`src/rtl/umi_tx_arbiter.sv`:
```
// umi_tx_arbiter
// --------------
// A round-robin arbiter that lets N requesters share one UMI TX port.
// The winning packet is loaded into a single output register. The register
// can drain and refill on the same edge, so it sustains one packet per cycle
// while the consumer holds out_ready high. A free-running counter records
// how many packets have left on the output.
//
// Parameters
//   N          number of requesters (1..16)
//   DW         packet width in bits
//   CW         width of the transfer counter
//
// Ports
//   clk        rising-edge clock
//   nreset     asynchronous active-low reset
//   in_packet  requester packets; requester i occupies [(i+1)*DW-1 : i*DW]
//   in_valid   per-requester packet valid
//   in_ready   per-requester accept (one-hot or zero)
//   req_mask   1 = requester may be granted
//   out_packet registered packet to UMI TX
//   out_valid  out_packet holds a packet
//   out_ready  UMI TX accepts out_packet
//   grant_id   requester index of the packet in out_packet
//   xfer_count number of completed output transfers (wraps)

module umi_tx_arbiter #(
    parameter int N  = 4,
    parameter int DW = 256,
    parameter int CW = 32
) (
    input  logic                                clk,
    input  logic                                nreset,
    input  logic [N*DW-1:0]                     in_packet,
    input  logic [N-1:0]                        in_valid,
    output logic [N-1:0]                        in_ready,
    input  logic [N-1:0]                        req_mask,
    output logic [DW-1:0]                       out_packet,
    output logic                                out_valid,
    input  logic                                out_ready,
    output logic [((N > 1) ? $clog2(N) : 1)-1:0] grant_id,
    output logic [CW-1:0]                       xfer_count
);

    localparam int IW = (N > 1) ? $clog2(N) : 1;

    // Output register occupancy.
    localparam logic ST_EMPTY = 1'b0;
    localparam logic ST_FULL  = 1'b1;

    logic          state_q, state_d;
    logic [DW-1:0] out_packet_q, out_packet_d;
    logic [IW-1:0] grant_id_q, grant_id_d;
    logic [IW-1:0] ptr_q, ptr_d;
    logic [CW-1:0] xfer_count_q, xfer_count_d;

    logic [N-1:0]  eligible;
    logic          any_eligible;
    logic [IW-1:0] winner;
    logic          winner_found;
    logic [IW:0]   cand_sum;
    logic [DW-1:0] sel_packet;
    logic          can_load;
    logic          load_en;
    logic          drain_en;

    assign eligible     = in_valid & req_mask;
    assign any_eligible = |eligible;

    assign out_valid  = (state_q == ST_FULL);
    assign out_packet = out_packet_q;
    assign grant_id   = grant_id_q;
    assign xfer_count = xfer_count_q;

    // Round-robin search starting at ptr_q. The candidate index is ptr_q + k
    // folded back into 0..N-1 with a single subtract, which also works when
    // N is not a power of two. The extra bit in cand_sum holds the carry.
    always_comb begin
        winner       = '0;
        winner_found = 1'b0;
        cand_sum     = '0;
        for (int k = 0; k < N; k++) begin
            cand_sum = {1'b0, ptr_q} + (IW+1)'(k);
            if (cand_sum >= (IW+1)'(N)) begin
                cand_sum = cand_sum - (IW+1)'(N);
            end
            if (!winner_found && eligible[cand_sum[IW-1:0]]) begin
                winner_found = 1'b1;
                winner       = cand_sum[IW-1:0];
            end
        end
    end

    // Pick the winning requester's slice out of the packed input bus.
    always_comb begin
        sel_packet = '0;
        for (int i = 0; i < N; i++) begin
            if (winner == IW'(i)) begin
                sel_packet = in_packet[i*DW +: DW];
            end
        end
    end

    // The register can take a new packet when it is empty, or when it is
    // full and being drained on this same edge. The out_ready term only
    // reaches in_ready; the register outputs are driven from flops alone.
    // nreset gates the accept so that no requester sees in_ready while the
    // block is held in reset.
    assign can_load = (state_q == ST_EMPTY) || out_ready;
    assign load_en  = nreset && can_load && any_eligible;
    assign drain_en = (state_q == ST_FULL) && out_ready;

    always_comb begin
        in_ready = '0;
        for (int i = 0; i < N; i++) begin
            in_ready[i] = load_en && (winner == IW'(i));
        end
    end

    // Next-state for the output register and the round-robin pointer.
    // A load has priority over a plain drain, which is what makes the
    // drain-and-refill case keep out_valid high with the new packet.
    always_comb begin
        state_d      = state_q;
        out_packet_d = out_packet_q;
        grant_id_d   = grant_id_q;
        ptr_d        = ptr_q;
        if (load_en) begin
            state_d      = ST_FULL;
            out_packet_d = sel_packet;
            grant_id_d   = winner;
            if (winner == IW'(N-1)) begin
                ptr_d = '0;
            end else begin
                ptr_d = winner + 1'b1;
            end
        end else if (drain_en) begin
            state_d = ST_EMPTY;
        end
    end

    // Transfer counter wraps naturally at 2^CW.
    always_comb begin
        xfer_count_d = xfer_count_q;
        if (drain_en) begin
            xfer_count_d = xfer_count_q + CW'(1);
        end
    end

    // All state clears asynchronously, discarding any packet in flight.
    always_ff @(posedge clk or negedge nreset) begin
        if (!nreset) begin
            state_q      <= ST_EMPTY;
            out_packet_q <= '0;
            grant_id_q   <= '0;
            ptr_q        <= '0;
            xfer_count_q <= '0;
        end else begin
            state_q      <= state_d;
            out_packet_q <= out_packet_d;
            grant_id_q   <= grant_id_d;
            ptr_q        <= ptr_d;
            xfer_count_q <= xfer_count_d;
        end
    end

endmodule

```
`config.mk`:
```
export PLATFORM = sky130hd
export DESIGN_NAME = umi_tx_arbiter
export DESIGN_NICKNAME = d
export VERILOG_FILES = /design/src/rtl/umi_tx_arbiter.sv
export SDC_FILE = /design/constraint.sdc
export NUM_CORES = 1
export LEC_CHECK = 0
export BUFFER_PORTS_ARGS = -buffer_cell sky130_fd_sc_hd__buf_2
export CELL_PAD_IN_SITES_DETAIL_PLACEMENT = 0
export CELL_PAD_IN_SITES_GLOBAL_PLACEMENT = 1
export CORE_AREA = 2 2 521 523
export CTS_CLUSTER_DIAMETER = 60
export DETAILED_ROUTE_END_ITERATION = 8
export DIE_AREA = 0 0 523 525
export GPL_TIMING_DRIVEN = 0
export PLACE_DENSITY = 0.3
export SLEW_MARGIN = 20
export SYNTH_ARGS = -nofsm -noshare
export SYNTH_HDL_FRONTEND = slang
export SYNTH_SLANG_ARGS = --single-unit
```
`constraint.sdc`:
```
create_clock -name clk -period 3.4 [get_ports clk]
set_input_delay 0.68 -clock clk [delete_from_list [all_inputs] [get_ports clk]]
set_output_delay 0.68 -clock clk [all_outputs]
set_load 0.01 [all_outputs]
```
==> impl_results.md <==
- Fill cells: ~32000
- Multi-input gate area: about 9200 µm²
- Synth-to-Final Area Change: 83.03%
- Worst IR Drop VDD: 0.3515 mV
- Arrival @ worst endpoint: approximately 2700 ps
- DRT iter0 DRCs: between 1000 and 1500
- EDFF count, synth: 0
- Die height: between 500 and 600 µm
- Vias in the first global route: about 26000
- Worst Path Buf+Inv: 4
- Sequential area share after synthesis: 0.4033
- Worst Max-Slew Pin Slew: 918.1 ps
- Total track usage: 0.1518
- Status: finished, final reports clean
- Initial Utilization: 0.06750
- Row count: between 150 and 200
- Final worst-path cycle share: 0.9909
- Cell family with most CP delay: buffers and inverters
- Top FF cell, synth: dfrtp_1
- Fmax: a little under 300 MHz
- Clock Skew: ~46 ps
- Worst Setup Path Type: flop to output port
- Setup TNS: 0 ps
- Die area: between 200000 and 300000 µm²
- CTS H-tree depth: 3
- Final ANT Viol Nets: 0
- CP required: approximately 2700 ps
- Core Footprint: between 200000 and 300000 µm²
- Vias per cell: roughly 3.4
- Setup violators final: 0
- Max FO, Critical Path: 8
- Largest net degree at the start of global routing: 72
- CP dominant cell by count: clkbuf_16
- Rel. slew slack: 0.3832
- Drt pass-1 iters: 5
- Fin worst setup slack: 30.96 ps
- Syn Inst Count: around 2200
- PortBufs: 1329
- GRT overflow: 0
- Pre-CTS setup slack: -2001 ps
- Worst-path clk slew: approximately 60 ps
- CP startpoint kind: flop
- Die span in x: 523 µm
- Syn Area/Cell: a little over 8 µm²
- Drc violations: 0
- Drt wl/cell: between 20 and 30 µm
- Worst path max stage delay: approximately 480 ps
- Routed vias: 24716
- Initial antenna violation count: around 140
- Io pins: between 1000 and 1500
- Library cells used by synthesis: 36
- Worst Setup End Kind: output port
- Async SR Flop Fraction: 1.000
- Critical-path top delay cell: dfrtp_2
- Max Slew Vio Count: 0
- HPWL Detailed: about 190000 µm
- Yosys warnings: 0
- Final Hold Vio Count: 0
- Area of the mapped netlist: approximately 18000 µm²
- CTS Buf Count: 66
- Hold Path Class: primary input to asynchronous set/reset pin
- Final Wtd Congestion: approximately 0.87
- Layout cell share with drive strength beyond 1: 0.4606
- Flop and latch count out of synthesis: 293
- CTS Sinks: ~290
- Final total power: 22.21 mW
- Syn nets: about 3200
- Min Clock Period, post-route: 3369 ps
- First-pass GRT wire length: roughly 270000 µm
- Worst skew pair latency: 710 ps
- Power Dens Cells: ~670 nW/µm²
- CTS tree: built
- Drt total wl: 216400 µm
- Nets@finish: about 4700
- RSZ-0062 raised after global routing: true
- Sequential Area: 7333 µm²
- P_leak: approximately 15 nW
- Max-cap violations: 0
- Cell Chain, Critical Path: nand3b_1 > a21oi_2 > a311oi_2 > buf_6 > ha_4 > clkbuf_16 > clkbuf_16 > and2_4 > buf_8
- Worst-case clock buffer depth: 3
- Root buf cell: clkbuf_16
## layout make-up
| type | instances | area share |
|---|---|---|
| multi-input cells | 1408 | 0.2776 |
| repair buffers | 1380 | 0.2254 |
| flip-flops and latches | 293 | 0.2204 |
| well taps | 3570 | 0.1342 |
| clock buffers | 78 | 0.05280 |
| plain buffers | 221 | 0.03689 |
| inverters | 265 | 0.02997 |
| clock inverters | 39 | 0.01873 |
| diodes | 52 | 0.003911 |
## layout by cell type, fill, tap and decap left out, types with 9 or more instances in the layout
master / count
a31oi_1: 257
clkbuf_1: 84
clkbuf_4: 14
clkbuf_16: 69
xor2_1: 15
a221oi_2: 28
a211o_2: 13
nor3_1: 11
a211o_1: 240
diode_2: 52
dfrtp_1: 292
buf_2: 1380
nand2_1: 270
xnor2_1: 15
clkbuf_2: 48
inv_1: 263
nor2_1: 263
nand4_1: 10
bufinv_16: 12
a221oi_1: 224
buf_4: 33
nand3_1: 9
buf_12: 11
## path summary, 6_finish.rpt
path	from	end	slack [ps]	depth (start not counted)
max in group asynchronous	nreset	out_packet[31]	1830	4
min reg2reg	xfer_count[31]	xfer_count[31]	470	1
max	ptr_q[1]	in_ready[3]	30	9
min in group clk	in_packet[992]	out_packet[224]	240	3
min	nreset	out_packet[212]	120	2
max reg2reg	ptr_q[1]	out_packet[78]	180	13
## through the flow
| stage | std cells | instance area, µm² | hold WS [ps] | util |
|---|---|---|---|---|
| 4_1_cts | 7254 | 32890 | 32.72 | 0.1221 |
| 5_1_grt | 7281 | 33210 | 69.60 | 0.1233 |
| 6_report | 7306 | 33270 | 122.5 | 0.1235 |
| 3_5_place_dp | 7115 | 29730 | 461.6 | 0.1104 |
| 2_1_floorplan | 2197 | 18180 | 384.4 | - |
| 3_3_place_gp | 7096 | 29300 | 467.7 | 0.1088 |
## routing by layer
layer	wire, µm	GRT usage	part of all wire	vias to the layer above
met5	540	0	0.0025	-
met4	4877	0.03450	0.023	80
met3	20520	0.05694	0.095	290
met2	104500	0.2610	0.48	1206
met1	85880	0.1767	0.40	12080
li1	-	-	-	11060
## state kept, by name, indices dropped and copies added (netlist names)
register,flops
ptr_q,2
out_packet,256
xfer_count,32
grant_id,2
out_valid,1
## power breakdown
group / internal [mW] / switching [mW]
sequential: 4.52 / 0.719
clock: 4.64 / 2.63
combinational: 3.35 / 6.35
total: 12.5 / 9.69
## Yosys cell counts (5+ instances only)
master,n,area [µm²]
a221oi_1,255,2233
clkbuf_1,156,585.6
dfrtp_1,293,7332
a31oi_1,257,1608
and2_1,6,37.54
nand4_1,10,62.56
a211o_1,255,2233
inv_1,265,994.7
nor3_1,11,55.05
xnor2_1,15,131.4
xor2_1,15,131.4
ha_1,5,62.56
and3_1,7,43.79
nor2_1,263,987.2
nand2_1,270,1013
buf_2,69,345.3
nand3_1,9,45.04
buf_1,5,18.77
## repair_timing
| action | in CTS | in global routing |
|---|---|---|
| setup buffers | 19 | 6 |
| hold endpoints to repair | 36 | 0 |
| hold buffers | 3 | 0 |
| gates cloned | 5 | 0 |
| pin swaps | 4 | 16 |
| resized for setup | 122 | 148 |
| endpoints found under the setup margin | 262 | 188 |
## kinds of logic after synthesis
| kind of cell | synth area share |
|---|---|
| multiplexers | 0.002409 |
| buffers and inverters | 0.1074 |
| flip-flops | 0.4033 |
| AO/OA/AOI/OAI | 0.3397 |
| AND/OR/NAND/NOR | 0.1293 |
| adder cells (fa/ha/maj) | 0.003441 |
| XOR/XNOR | 0.01445 |
No activity file was read; power rests on OpenSTA's default activity.
